<file path="src/rtl/barcode_id_rcv_if.sv">
// ----------------------------------------------------------------------------
// barcode_id_rcv_if
//   Bundles the barcode line and the station-ID handshake between the
//   barcode receiver and the command/control side.
//
//   Signals:
//     BC         : raw barcode line, idle high, asynchronous to clk
//     clr_ID_vld : consumer acknowledge, clears ID_vld
//     ID         : last accepted station ID, stable while ID_vld=1
//     ID_vld     : new valid ID available, held until cleared
//
//   Modports:
//     master : line / consumer side (drives BC and clr_ID_vld)
//     slave  : receiver side (barcode_id_rcv)
// ----------------------------------------------------------------------------
interface barcode_id_rcv_if;
  logic       BC;
  logic       clr_ID_vld;
  logic [7:0] ID;
  logic       ID_vld;

  modport master (output BC, output clr_ID_vld, input ID, input ID_vld);
  modport slave  (input BC, input clr_ID_vld, output ID, output ID_vld);
endinterface

</file>
<file path="src/rtl/barcode_id_rcv.sv">
// ----------------------------------------------------------------------------
// barcode_id_rcv
//   Decodes the self-clocked station-ID barcode stripe into an 8-bit ID.
//   A frame is one start bit followed by 8 data bits, MSB first. The low
//   time of the start bit sets the period T; each data bit is sampled T+1
//   cycles after its falling edge (long low = 0, short low = 1). Frames
//   with ID[7:6] != 2'b00 are discarded.
//
//   Ports:
//     clk   : system clock
//     rst_n : asynchronous active-low reset
//     bus   : barcode_id_rcv_if.slave (BC, clr_ID_vld in; ID, ID_vld out)
//
//   Parameters:
//     PERIOD_W    : width of the period/timeout counter (all-ones = timeout)
//     SYNC_STAGES : metastability flops on BC (minimum 2)
//
//   Optional build macro:
//     BC_GLITCH_FILT_EN : 3-sample consistency filter on the synced line;
//                         rejects 1-2 cycle pulses, adds 2 cycles latency.
// ----------------------------------------------------------------------------
module barcode_id_rcv #(
  parameter int PERIOD_W    = 22,
  parameter int SYNC_STAGES = 2
) (
  input  logic                   clk,
  input  logic                   rst_n,
  barcode_id_rcv_if.slave        bus
);

  localparam logic [PERIOD_W-1:0] CNT_MAX = '1;

  typedef enum logic [2:0] {IDLE, START, WAIT_FALL, BIT_DLY, DONE} state_t;

  // Synchronizer, preset to the idle-high line level
  logic [SYNC_STAGES-1:0] sync;
  logic                   bc_s;

  always_ff @(posedge clk or negedge rst_n) begin
    if (!rst_n) sync <= '1;
    else        sync <= {sync[SYNC_STAGES-2:0], bus.BC};
  end

  assign bc_s = sync[SYNC_STAGES-1];

  // Line level seen by the decoder (bc_cur) and its value one cycle earlier
  logic bc_cur;
  logic bc_prev;

`ifdef BC_GLITCH_FILT_EN
  // The filtered level follows the synced line only once three consecutive
  // samples agree. Using the combinational result as the current level and
  // the registered one as history keeps the added latency to 2 cycles.
  logic [1:0] flt_hist;

  always_comb begin
    bc_cur = bc_prev;
    if (bc_s == flt_hist[0] && bc_s == flt_hist[1]) bc_cur = bc_s;
  end

  always_ff @(posedge clk or negedge rst_n) begin
    if (!rst_n) begin
      flt_hist <= 2'b11;
      bc_prev  <= 1'b1;
    end else begin
      flt_hist <= {flt_hist[0], bc_s};
      bc_prev  <= bc_cur;
    end
  end
`else
  assign bc_cur = bc_s;

  always_ff @(posedge clk or negedge rst_n) begin
    if (!rst_n) bc_prev <= 1'b1;
    else        bc_prev <= bc_cur;
  end
`endif

  logic fall, rise;
  assign fall =  bc_prev & ~bc_cur;
  assign rise = ~bc_prev &  bc_cur;

  // Decoder state
  state_t              state, state_n;
  logic [PERIOD_W-1:0] cnt, cnt_n, cnt_inc;
  logic [PERIOD_W-1:0] period, period_n;
  logic [7:0]          shift, shift_n;
  logic [2:0]          bit_cnt, bit_cnt_n;
  logic [7:0]          id_q;
  logic                id_vld_q;
  logic                load_id;

  // Counter saturates instead of wrapping so all-ones stays a timeout
  assign cnt_inc = (cnt == CNT_MAX) ? cnt : cnt + PERIOD_W'(1);

  always_comb begin
    state_n   = state;
    cnt_n     = cnt_inc;
    period_n  = period;
    shift_n   = shift;
    bit_cnt_n = bit_cnt;
    load_id   = 1'b0;

    case (state)
      IDLE: begin
        cnt_n = '0;
        if (fall) begin
          state_n   = START;
          bit_cnt_n = 3'd0;
        end
      end

      START: begin
        if (rise) begin
          cnt_n = '0;
          // A zero-length start low is a glitch, not a frame
          if (cnt == '0) begin
            state_n = IDLE;
          end else begin
            period_n = cnt;
            state_n  = WAIT_FALL;
          end
        end else if (cnt == CNT_MAX) begin
          cnt_n   = '0;
          state_n = IDLE;
        end
      end

      WAIT_FALL: begin
        if (fall) begin
          cnt_n   = '0;
          state_n = BIT_DLY;
        end else if (cnt == CNT_MAX) begin
          cnt_n   = '0;
          state_n = IDLE;
        end
      end

      BIT_DLY: begin
        if (cnt == period) begin
          shift_n   = {shift[6:0], bc_cur};
          bit_cnt_n = bit_cnt + 3'd1;
          cnt_n     = '0;
          state_n   = (bit_cnt == 3'd7) ? DONE : WAIT_FALL;
        end
      end

      DONE: begin
        cnt_n   = '0;
        state_n = IDLE;
        if (shift[7:6] == 2'b00) load_id = 1'b1;
      end

      default: begin
        cnt_n   = '0;
        state_n = IDLE;
      end
    endcase
  end

  always_ff @(posedge clk or negedge rst_n) begin
    if (!rst_n) begin
      state   <= IDLE;
      cnt     <= '0;
      period  <= '0;
      shift   <= '0;
      bit_cnt <= 3'd0;
    end else begin
      state   <= state_n;
      cnt     <= cnt_n;
      period  <= period_n;
      shift   <= shift_n;
      bit_cnt <= bit_cnt_n;
    end
  end

  // Output handshake: set wins over a simultaneous clear
  always_ff @(posedge clk or negedge rst_n) begin
    if (!rst_n) begin
      id_q     <= 8'h00;
      id_vld_q <= 1'b0;
    end else begin
      if (load_id) id_q <= shift;
      if (load_id)             id_vld_q <= 1'b1;
      else if (bus.clr_ID_vld) id_vld_q <= 1'b0;
    end
  end

  assign bus.ID     = id_q;
  assign bus.ID_vld = id_vld_q;

endmodule

</file>
<file path="src/flat_wrapper.sv">
// flat-port wrapper written by rule: the top's interface ports become plain ports
module barcode_id_rcv_flat 
#(
  parameter int PERIOD_W    = 22,
  parameter int SYNC_STAGES = 2
)
  (clk, rst_n, bus_BC, bus_clr_ID_vld, bus_ID, bus_ID_vld);
  barcode_id_rcv_if bus_i ();
  input  logic clk;
  input  logic rst_n;
  input wire logic [$bits(bus_i.BC)-1:0] bus_BC;
  input wire logic [$bits(bus_i.clr_ID_vld)-1:0] bus_clr_ID_vld;
  output wire logic [$bits(bus_i.ID)-1:0] bus_ID;
  output wire logic [$bits(bus_i.ID_vld)-1:0] bus_ID_vld;
  assign bus_i.BC = bus_BC;
  assign bus_i.clr_ID_vld = bus_clr_ID_vld;
  assign bus_ID = bus_i.ID;
  assign bus_ID_vld = bus_i.ID_vld;
  barcode_id_rcv #(.PERIOD_W(PERIOD_W), .SYNC_STAGES(SYNC_STAGES)) u_core (.clk(clk), .rst_n(rst_n), .bus(bus_i));
endmodule
</file>
<file path="config.mk">
export PLATFORM = sky130hd
export DESIGN_NAME = barcode_id_rcv_flat
export DESIGN_NICKNAME = d
export VERILOG_FILES = /design/src/rtl/barcode_id_rcv_if.sv /design/src/rtl/barcode_id_rcv.sv /design/src/flat_wrapper.sv
export SDC_FILE = /design/constraint.sdc
export NUM_CORES = 1
export LEC_CHECK = 0
export CAP_MARGIN = 20
export CORE_MARGIN = 1
export CORE_UTILIZATION = 30
export CTS_BUF_LIST = sky130_fd_sc_hd__clkbuf_8
export DETAILED_ROUTE_END_ITERATION = 10
export PLACE_DENSITY = 0.55
export RECOVER_POWER = 100
export SLEW_MARGIN = 40
export SYNTH_ARGS = -nofsm -noshare
export SYNTH_HDL_FRONTEND = slang
export SYNTH_SLANG_ARGS = --single-unit
export TNS_END_PERCENT = 100
</file>
<file path="constraint.sdc">
create_clock -name clk -period 2.7 [get_ports clk]
set_input_delay 0.405 -clock clk [delete_from_list [all_inputs] [get_ports clk]]
set_output_delay 0.405 -clock clk [all_outputs]
set_load 0.01 [all_outputs]
</file>
==> After elaboration in Yosys (flattened, before gate mapping) <==
Index checks and enable logic that the tools add are counted.
{ "word_totals": {"regBits": 70, "latch_bits": 0, "ram_bits": 0, "rom_bits": 0, "wordCells": 55, "mem_count": 0} }
{ "op_classes": {"addsub": 2, "mul": 0, "div_mod_pow": 0, "n_lt_le_gt_ge": 0, "eq_ne": 9, "shift": 0, "muxes": 21, "bitwise_logic": 5, "reduce_logical": 9} }
{ "ops": {"columns": ["cell", "n"], "rows": [
  ["two-way mux 22 bit", 5],
  ["case mux 22 bit (3 select lines)", 1],
  ["two-way mux 3 bit", 8],
  ["adder 22 x 1 -> 22 bit, second input constant", 1],
  ["equality test 22 bit", 1],
  ["equality test 22 bit, second input constant", 1],
  ["zero test 22 bit", 1],
  ["case mux 3 bit (4 select lines)", 1],
  ["equality test 3 x 2 -> 1 bit, second input constant", 2],
  ["equality test 3 bit, second input constant", 2],
  ["case mux 3 bit (2 select lines)", 1],
  ["AND reduction 3 bit", 2],
  ["two-way mux 1 bit", 4],
  ["!= test 2 x 1 -> 1 bit, second input constant", 2],
  ["AND reduction 2 bit", 2],
  ["nonzero test 2 bit", 2],
  ["adder 3 x 1 -> 3 bit, second input constant", 1],
  ["equality test 3 x 1 -> 1 bit, second input constant", 1],
  ["zero test 3 bit", 1],
  ["inverter 1 bit", 3],
  ["AND 1 bit", 2],
  ["zero test 2 bit", 1],
  ["two-way mux 2 bit", 1]
]} }

==> Longest topological paths before layout <==
Gate-level depths: netlist (run 1).
{ "depth": {"word_depth": 5, "mapped_depth": 8} }

==> Worst setup path after synthesis (run 1) <==
OpenSTA, ideal clock, no wires.
{ "synth_timing": {"path_kind": "register -> register", "startpoint": "reg u_core.cnt[4]", "endpoint": "reg u_core.period[10]", "setup_ns": 0.125, "arrival_time_ns": 2.007, "required_ns": 2.575, "setup_slack_ns": 0.568, "stages_incl_launch_ff": 7, "n_path_buf": 2, "cell_sequence": "dfrtp_1 -> buf_6 -> or4_1 -> or4_4 -> nand3_4 -> buf_12 -> mux2_4"} }
{ "synth_between": {"elab_chain_cells": 3} }
{ "synth_lines": {"columns": ["element", "line_no", "text"], "rows": [
  ["start, declared", "barcode_id_rcv.sv:85", "logic [PERIOD_W-1:0] cnt, cnt_n, cnt_inc;"],
  ["start signal, assigned", "barcode_id_rcv.sv:170", "cnt <= cnt_n;"],
  ["zero test 22 bit", "barcode_id_rcv.sv:117", "if (cnt == '0) begin"],
  ["inverter 1 bit (no line)", null, null],
  ["AND reduction 3 bit (no line)", null, null],
  ["end signal, assigned", "barcode_id_rcv.sv:171", "period <= period_n;"],
  ["end, declared", "barcode_id_rcv.sv:86", "logic [PERIOD_W-1:0] period, period_n;"]
]} }
No other way between the ends.
A chain may end at the register's enable or synchronous reset.

==> Worst setup path after layout (run 1) <==
{ "layout_timing": {"startpoint": "reg u_core.cnt[12]", "endpoint": "reg u_core.shift[0]"} }
{ "layout_between": {"elab_chain_cells": 2} }
{ "layout_lines": {"columns": ["element", "line_no", "text"], "rows": [
  ["equality test 22 bit", "barcode_id_rcv.sv:140", "if (cnt == period) begin"],
  ["AND reduction 2 bit (no line)", null, null],
  ["end signal, assigned", "barcode_id_rcv.sv:172", "shift <= shift_n;"],
  ["end, declared", "barcode_id_rcv.sv:87", "logic [7:0] shift, shift_n;"]
]} }
No other way between the ends.

==> results of run 1 <==
-- metal layers --
| metal | vias to the layer above | share of wire | track usage |
|---|---|---|---|
| met5 | - | 0 | 0 |
| met4 | 0 | 0.021 | 0.0667 |
| met3 | 11 | 0.020 | 0.0261 |
| met2 | 25 | 0.44 | 0.198 |
| met1 | 1259 | 0.51 | 0.190 |
| li1 | 1169 | - | - |
-- registers in the layout (all words and copies together), names as in the netlist --
signal,flops
u_core.sync,2
u_core.bus.ID_vld,1
u_core.bit_cnt,3
u_core.state,3
u_core.bc_prev,1
u_core.cnt,22
u_core.period,22
u_core.bus.ID,8
u_core.shift,8
-- stage by stage --
stage | instance area, um^2 | util | total power [uW] | worst slack [ns]
finish | 4000 | 0.345 | 2760 | 0.221
CTS | 4090 | 0.352 | 2820 | 0.305
global route | 4000 | 0.345 | 2910 | 0.127
detailed placement | 3890 | 0.335 | 1940 | 0.307
floorplan | 3620 | - | 1730 | 0.568
global placement | 3890 | 0.335 | 1920 | 0.335
-- cell families after synthesis --
logic type / after synthesis / synth area share
flip-flops: 70 / 0.485
XOR/XNOR: 28 / 0.0677
buffers and inverters: 30 / 0.0480
adder cells (fa/ha/maj): 5 / 0.0173
AND/OR/NAND/NOR: 92 / 0.151
multiplexers: 40 / 0.143
AO/OA/AOI/OAI: 50 / 0.0891
-- worst register-to-register path: cells and delay by family, from the launching register on --
kind	cells	cell delay (ns)
xor gates and xnor gates	1	0.21
buffers and inverters	1	0.34
and+or+nand+nor	3	0.92
DFF	1	0.51
muxes	1	0.38
-- final timing paths --
| kind | start | endpoint | depth (start not counted) |
|---|---|---|---|
| max in group asynchronous | rst_n | u_core.bc_prev | 2 |
| max reg2reg | u_core.cnt[12] | u_core.shift[0] | 6 |
| min reg2reg | u_core.sync[0] | u_core.sync[1] | 0 |
| min in group asynchronous | rst_n | u_core.bus.ID[5] | 1 |
| max | u_core.cnt[12] | u_core.shift[0] | 6 |
| min | u_core.sync[0] | u_core.sync[1] | 0 |
-- power by group through the flow --
stage | clock network, uW | logic, uW | registers, uW
after detailed placement | 0 | 655 | 1280
after global routing | 942 | 687 | 1280
after floorplan | 0 | 492 | 1240
after global placement | 0 | 646 | 1280
final | 867 | 623 | 1270
after CTS | 895 | 657 | 1260
-- cell usage after synthesis (all sizes together), types with 4 or more instances --
| library cell | instances | area share |
|---|---|---|
| mux2i | 4 | 0.011 |
| and4 | 5 | 0.012 |
| buf | 14 | 0.031 |
| and2 | 7 | 0.012 |
| or4 | 5 | 0.011 |
| xor2 | 24 | 0.058 |
| inv | 8 | 0.0083 |
| nor4 | 12 | 0.021 |
| or3 | 8 | 0.014 |
| nand3 | 5 | 0.010 |
| nor2 | 6 | 0.0062 |
| o21ai | 14 | 0.019 |
| o31ai | 4 | 0.0083 |
| nand2 | 20 | 0.021 |
| a22oi | 10 | 0.021 |
| dfrtp | 67 | 0.46 |
| ha | 5 | 0.017 |
| a21oi | 9 | 0.012 |
| clkbuf | 8 | 0.0083 |
| nand4 | 7 | 0.012 |
| nor3 | 4 | 0.0069 |
| mux2 | 36 | 0.13 |
| xnor2 | 4 | 0.0097 |
-- layout make-up --
type / instances / share of cell area
Clock buffer: 11 / 0.0378
Clock inverter: 5 / 0.0122
Inverter: 8 / 0.00750
Multi-Input combinational cell: 215 / 0.404
Sequential cell: 70 / 0.439
Tap cell: 143 / 0.0447
Timing Repair Buffer: 24 / 0.0547
==> flow_summary_export.csv, run 1 <==
group,metric,value,unit
timing,fmaxAchievable,403,MHz
routing,postRouteAntennaNets,0,
layout,antennaDiodeCount,0,
power_and_ir_drop,p_sw_frac,0.317,
cts,cts_resized,0,
power_and_ir_drop,combPwrFrac,0.226,
grt,grt_usage,0.135,
routing,first_pass_iters,4,
critical_path,cp_slowest_cell,"dfrtp_1",
cts,path_clk_slew,0.07,ns
logic_synthesis,synth_area,3620,um^2
timing,fin_hold_ws,0.364,ns
power_and_ir_drop,p_leak,0.00193,uW
power_and_ir_drop,ir_drop,0.000293,V
min_path,worstHoldPathType,"reg2reg",
place,portBuffers,12,
timing,final_hold_viol_count,0,
logic_synthesis,synth-edff-count,0,
critical_path,reg2reg_slack,0.22,ns
floorplanning,die_y,112,um
status,status,"finished, violations left",
critical_path,crit_fanout,12,
layout,drive_gt1_frac,0.123,
cts,cts_buffers,9,
critical_path,worst_setup_path_start_kind,"flip-flop",
logic_synthesis,syn_inst,315,
cts,clock_sinks,70,
flow_run,maxCapViolations,1,
floorplanning,die_area,12500,um^2
logic_synthesis,syn_avg_cell_area,11.5,um^2
routing,drtIter0Drc,137,
timing,setup_viol,0,
cts,clockBufferDepth,2,
cts,cts_hold_buf,0,
logic_synthesis,synth_nets,324,
grt,grt_pass1_vias,2500,
timing,period_minus_slack,2.48,ns
timing,period_share,0.918,
routing,num_vias,2464,
critical_path,arrival,2.73,ns
timing,setup_tns,0,ns
floorplanning,core,11600,um^2
cts,cts_tree,"yes",
timing,clock_skew,0.00850,ns
critical_path,slowest_delay,0.51,ns
timing,drv_slew,30,
power_and_ir_drop,internal-power,1880,uW
place,dp_cells,460,
critical_path,critical_path.top_delay_family,"simple AND/OR/NAND/NOR gates",
layout,final_cell_mix,"dfrtp_1 (67), mux2_1 (26), xor2_1 (24)",
cts,postCtsSetupBuffers,0,
layout,multi_input_area,1620,um^2
floorplanning,rows,39,
routing,drc,0,
floorplanning,initial_core_util,0.312,
layout,area_growth,10.5,%
logic_synthesis,yosys_warnings,0,
logic_synthesis,ys_ff_latch,70,
logic_synthesis,synth_top_flop_cell,"dfrtp_1",
place,gp_congestion,0.786,
layout,nets,337,
timing,tightest_slew,1.67,ns
layout,final_common_cell,"dfrtp_1",
power_and_ir_drop,power.switching,872,uW
critical_path,crit_chain,"xor2_1, nor4_1, nand4_1, nor3_2, clkbuf_2, mux2_2",
logic_synthesis,seq_area_frac_synth,0.485,
timing,slew_headroom,-0.110,
critical_path,critPathKind,"reg2reg",
power_and_ir_drop,seqPwrFrac,0.459,
routing,wl_per_cell,16.1,um
status,violations,"capacitance limit, slew limit",
floorplanning,die_w,112,um
cts,cts_root_buffer,"clkbuf_8",
floorplanning,io_pins,13,
power_and_ir_drop,p_per_area,689,nW/um^2
power_and_ir_drop,clkPwrFrac,0.315,
critical_path,end_kind,"flip-flop",
logic_synthesis,postSynth.asyncResetShare,1.00,
cts,clock_latency,0.36,ns
routing,finalWirelength,7660,um
logic_synthesis,ys_types,48,
place,dp_hpwl,5240,um
layout,finalNonFillerCells,476,
grt,grt_max_degree,42,
layout,nFillCells,1198,
timing,rsz0062_at_grt,"false",
critical_path,crit_required,2.95,ns
grt,grt.overflow.total,0,
routing,viasPerCell,5.18,
cts,htreeDepth,3,
critical_path,critPathBufInv,1,
grt,antenna_found_initial,0,
grt,grt_pass1_wl,13200,um
layout,regArea,1760,um^2
Note: power is estimated with default switching activity, not from simulation.
==> run 2, diff against run 1 <==
--- a/config.mk
+++ b/config.mk
@@ -5,12 +5,12 @@
 export SDC_FILE = /design/constraint.sdc
 export NUM_CORES = 1
 export LEC_CHECK = 0
-export CAP_MARGIN = 20
+export ABC_AREA = 1
 export CORE_MARGIN = 1
-export CORE_UTILIZATION = 30
+export CORE_UTILIZATION = 50
 export CTS_BUF_LIST = sky130_fd_sc_hd__clkbuf_8
 export DETAILED_ROUTE_END_ITERATION = 10
-export PLACE_DENSITY = 0.55
+export PLACE_DENSITY = 0.77
 export RECOVER_POWER = 100
 export SLEW_MARGIN = 40
 export SYNTH_ARGS = -nofsm -noshare
==> flow_summary_export.csv, run 2 <==
group,metric,value,unit
cts,clock_sinks,70,
routing,finalWirelength,8190,um
routing,num_vias,3202,
critical_path,rr_endpoint,"u_core.cnt[20]",
min_path,worstHoldPathType,"in2async",
place,placed_area,4010,um^2
critical_path,crit_required,2.93,ns
layout,area_growth,11.0,%
logic_synthesis,yosys_warnings,0,
routing,drtIter0Drc,225,
floorplanning,die_y,88.8,um
cts,htreeDepth,3,
layout,final_area,4180,um^2
status,status,"completed",
critical_path,crit_fanout,13,
floorplanning,io_pins,13,
grt,grt_pass1_wl,13700,um
cts,clockBufferDepth,2,
logic_synthesis,synth_area,3770,um^2
layout,drive_gt1_frac,0.0881,
logic_synthesis,synthTopCellsByArea,"dfrtp_1 (44%), nand2_1 (16%), inv_1 (5.9%)",
timing,period_share,0.854,
place,dp_hpwl,6020,um
cts,clock_latency,0.35,ns
power_and_ir_drop,ir_drop,0.000358,V
layout,final_cell_mix,"nand2_1 (162), dfrtp_1 (67), inv_1 (60)",
logic_synthesis,ys_types,31,
place,place_ws,0.576,ns
timing,setup_tns,0,ns
logic_synthesis,synth_nets,508,
layout,utilization,0.577,
timing,final_hold_viol_count,0,
grt,grt_max_degree,47,
floorplanning,core,7250,um^2
cts,cts_buffers,9,
floorplanning,die_area,7890,um^2
critical_path,worst_setup_path_start_kind,"flip-flop",
critical_path,critPathKind,"reg2reg",
layout,top_regs,"u_core.cnt (22), u_core.period (22)",
power_and_ir_drop,power,2750,uW
floorplanning,die_w,88.8,um
critical_path,critical_path.reg2reg.startpoint,"u_core.cnt[17]",
logic_synthesis,synth_top_flop_cell,"dfrtp_1",
timing,slew_headroom,0.0944,
cts,cts_resized,0,
layout,nets,526,
cts,cts_tree,"yes",
layout,multi_input_area,1670,um^2
layout,final_common_cell,"nand2_1",
power_and_ir_drop,p_per_area,658,nW/um^2
logic_synthesis,ys_ff_latch,70,
timing,period_minus_slack,2.31,ns
timing,tightest_slew,1.36,ns
logic_synthesis,synth_top_area_share,0.445,
grt,antenna_found_initial,0,
place,portBuffers,12,
floorplanning,initial_core_util,0.520,
routing,first_pass_iters,8,
timing,drv_slew,0,
timing,fin_ws,0.394,ns
layout,regArea,1760,um^2
logic_synthesis,synth_top_cells_by_count,"nand2_1 (161), dfrtp_1 (67), inv_1 (59)",
grt,grt_usage,0.235,
critical_path,reg2reg_depth,11,
logic_synthesis,yosysTopAreaCell,"dfrtp_1",
logic_synthesis,syn_inst,499,
cts,cts_hold_buf,0,
logic_synthesis,synth_most_common_cell,"nand2_1",
cts,path_clk_slew,0.08,ns
grt,grt.overflow.total,0,
routing,drc,0,
timing,clock_skew,0.00649,ns
floorplanning,rows,31,
logic_synthesis,synth-edff-count,0,
layout,antennaDiodeCount,0,
logic_synthesis,postSynth.asyncResetShare,1.00,
flow_run,maxCapViolations,0,
critical_path,arrival,2.54,ns
timing,setup_viol,0,
cts,postCtsSetupBuffers,0,
logic_synthesis,syn_avg_cell_area,7.55,um^2
routing,wl_per_cell,13.2,um
power_and_ir_drop,p_leak,0.00194,uW
critical_path,reg2reg_slack,0.39,ns
layout,nFillCells,688,
routing,postRouteAntennaNets,0,
cts,cts_root_buffer,"clkbuf_8",
grt,grt_pass1_vias,2851,
critical_path,end_kind,"flip-flop",
place,gp_congestion,0.976,
logic_synthesis,seq_area_frac_synth,0.466,
timing,rsz0062_at_grt,"false",
routing,viasPerCell,5.16,
timing,fmaxAchievable,434,MHz
-- run 2: how the worst max path moves through the flow --
stage / from / endpoint / slack (ns) / cells past startpoint
after floorplan: u_core.cnt[0] / u_core.cnt[0] / 0.94 / 8
after global placement: u_core.cnt[0] / u_core.cnt[0] / 0.72 / 8
after detailed placement: u_core.cnt[0] / u_core.cnt[0] / 0.58 / 8
after CTS: u_core.cnt[0] / u_core.cnt[0] / 0.56 / 8
after global routing: u_core.cnt[17] / u_core.cnt[20] / 0.21 / 11
final: u_core.cnt[17] / u_core.cnt[20] / 0.39 / 11
-- run 2: layout make-up --
type                    instances  area share
well taps                      99      0.0296
clock buffers                   9      0.0296
repair buffers                 15      0.0386
flip-flops and latches         70       0.420
multi-input cells             353       0.400
clock inverters                 7      0.0194
inverters                      68      0.0628
-- run 2: layer usage --
metal / track usage / part of all wire
met3: 0.0392 / 0.054
met1: 0.325 / 0.46
met4: 0.117 / 0.029
met2: 0.358 / 0.45
met5: 0 / 0
-- run 2: worst max-delay path, cell delays in order, from the launching register on --
cell      delay, ns
dfrtp_1        0.48
inv_1          0.17
nand2_1        0.09
nand2_1        0.05
nor2_1         0.12
nand2_1        0.08
nor2_1         0.32
nand3_1        0.16
nand2_1        0.42
nand2_4        0.13
clkinv_4       0.12
nor2_1         0.05
-- run 2: through the flow --
step,std cells,hold slack (ns)
finish,621,0.345
global route,621,0.360
CTS,621,0.0528
detailed placement,605,0.347
global placement,605,0.346
floorplan,499,0.109
-- run 2: power by group --
group,internal (uW),switching [uW]
logic,201,453
clock network,439,434
registers,1150,72.5
-- run 2: cells by family after synthesis --
logic type / after synthesis / synth area share
flops: 70 / 0.466
simple gates: 277 / 0.315
fa+ha+maj: 5 / 0.0166
buf+inv: 76 / 0.0827
xor+xnor: 12 / 0.0279
compound gates: 59 / 0.0923
==> run 3, diff against run 2 <==
==> constraint.sdc (replaced) <==
create_clock -name clk -period 2.6 [get_ports clk]
set_input_delay 0.39 -clock clk [delete_from_list [all_inputs] [get_ports clk]]
set_output_delay 0.39 -clock clk [all_outputs]
set_load 0.01 [all_outputs]
==> flow_summary_export.csv, run 3 (synthesis results as in run 2) <==
group,metric,value,unit
floorplanning,die_area,7890,um^2
place,gp_congestion,0.982,
power_and_ir_drop,seqPwrFrac,0.447,
routing,top_layer,"met4",
critical_path,worst_setup_path_start_kind,"flip-flop",
routing,postRouteAntennaNets,0,
layout,nFillCells,678,
floorplanning,die_y,88.8,um
cts,cts_hold_buf,0,
timing,slew_headroom,0.0822,
timing,tightest_slew,1.38,ns
timing,clock_skew,0.00696,ns
routing,route.met3.wl,345,um
critical_path,reg2reg_depth,8,
critical_path,crit_required,2.86,ns
layout,final_cell_mix,"nand2_1 (162), dfrtp_1 (67), inv_1 (59)",
layout,nets,527,
timing,period_minus_slack,2.19,ns
critical_path,slowest_delay,0.47,ns
layout,finalNonFillerCells,622,
power_and_ir_drop,internal-power,1880,uW
critical_path,critPathKind,"reg2reg",
layout,area_growth,10.6,%
floorplanning,io_pins,13,
routing,viasPerCell,5.06,
critical_path,critPathBufInv,1,
critical_path,cp_slowest_cell,"dfrtp_1",
power_and_ir_drop,combPwrFrac,0.235,
timing,rsz0062_at_grt,"false",
grt,grt_usage,0.232,
cts,path_clk_slew,0.08,ns
floorplanning,core,7250,um^2
place,portBuffers,12,
critical_path,crit_fanout,6,
grt,grt.overflow.total,0,
routing,finalWirelength,7990,um
critical_path,arrival,2.45,ns
cts,postCtsSetupBuffers,0,
routing,wl_per_cell,12.8,um
cts,clockBufferDepth,2,
power_and_ir_drop,p_sw_frac,0.341,
routing,first_pass_iters,4,
critical_path,end_kind,"flip-flop",
place,dp_hpwl,6050,um
floorplanning,die_w,88.8,um
critical_path,critical_path.top_delay_family,"adder cells",
layout,drive_gt1_frac,0.0880,
floorplanning,initial_core_util,0.520,
routing,wl_met2,3620,um
timing,fmaxAchievable,457,MHz
status,status,"completed",
layout,final_common_cell,"nand2_1",
layout,antennaDiodeCount,0,
layout,top_regs,"u_core.cnt (22), u_core.period (22)",
routing,m1WireLength,3830,um
cts,cts_resized,0,
min_path,worstHoldPathType,"in2async",
power_and_ir_drop,clkPwrFrac,0.318,
critical_path,cpMostUsedCell,"nand3_1",
grt,grt_pass1_vias,2852,
grt,antenna_found_initial,0,
cts,htreeDepth,3,
power_and_ir_drop,power.switching,972,uW
routing,drc,0,
timing,setup_tns,0,ns
floorplanning,rows,31,
power_and_ir_drop,ir_drop,0.000405,V
timing,final_hold_viol_count,0,
grt,grt_pass1_wl,13500,um
cts,clock_latency,0.35,ns
cts,cts_root_buffer,"clkbuf_8",
critical_path,crit_cells,8,
timing,setup_viol,0,
cts,cts_buffers,9,
critical_path,crit_chain,"ha_1, nand3_1, inv_1, nand3_1, nor2_2, nand3_1, ha_1, o21ai_0",
power_and_ir_drop,power,2850,uW
place,dp_cells,606,
routing,num_vias,3147,
timing,drv_slew,0,
power_and_ir_drop,p_per_area,684,nW/um^2
power_and_ir_drop,p_leak,0.00194,uW
routing,drtIter0Drc,187,
flow_run,maxCapViolations,0,
timing,period_share,0.843,
cts,clock_sinks,70,
cts,cts_tree,"yes",
grt,grt_max_degree,47,
run 3: power groups by stage:
stage	Combinational (uW)	Clock, uW	Sequential (uW)
2_1_floorplan	577	0	1270
3_3_place_gp	701	0	1290
3_5_place_dp	722	0	1290
4_1_cts	726	930	1270
5_1_grt	764	972	1290
6_report	669	907	1270
run 3: per-stage QoR:
stage,setup WS [ns],hold slack [ns],area [um^2],utilization
3_5_place_dp,0.540,0.347,4000,0.552
5_1_grt,0.177,0.368,4170,0.575
3_3_place_gp,0.662,0.348,4000,0.552
4_1_cts,0.524,0.0401,4210,0.580
6_report,0.409,0.333,4170,0.575
2_1_floorplan,0.837,0.0944,3770,-
run 3: final cells by class:
| cell class | instances | area, um^2 | share of cell area |
|---|---|---|---|
| timing repair buffer | 16 | 150 | 0.0360 |
| inverter | 68 | 263 | 0.0630 |
| clock inverter | 6 | 68.8 | 0.0165 |
| multi-input combinational | 353 | 1670 | 0.400 |
| sequential | 70 | 1760 | 0.421 |
| clock buffer | 10 | 138 | 0.0330 |
| tap | 99 | 124 | 0.0297 |
run 3: path summary, 6_finish.rpt:
path / slack, ns / startpoint / endpoint
worst max-delay path: 0.41 / u_core.cnt[0] / u_core.cnt[0]
max in group asynchronous: 1.39 / rst_n / u_core.shift[3]
worst min register to register: 0.35 / u_core.sync[0] / u_core.sync[1]
min in group clk: 0.35 / u_core.sync[0] / u_core.sync[1]
worst min-delay path: 0.33 / rst_n / u_core.period[16]
worst max register to register: 0.41 / u_core.cnt[0] / u_core.cnt[0]
run 3: worst register-to-register path, cell delays in order, from the launching register on:
cell and delay, ns:
dfrtp_1 0.47, ha_1 0.32, nand3_1 0.13, inv_1 0.15
nand3_1 0.11, nor2_2 0.15, nand3_1 0.25, ha_1 0.36
o21ai_0 0.16
run 3: routing by layer:
layer,vias up,GRT usage
li1,1603,-
met1,1455,0.309
met2,72,0.361
met3,17,0.0597
met4,0,0.0968
met5,-,0
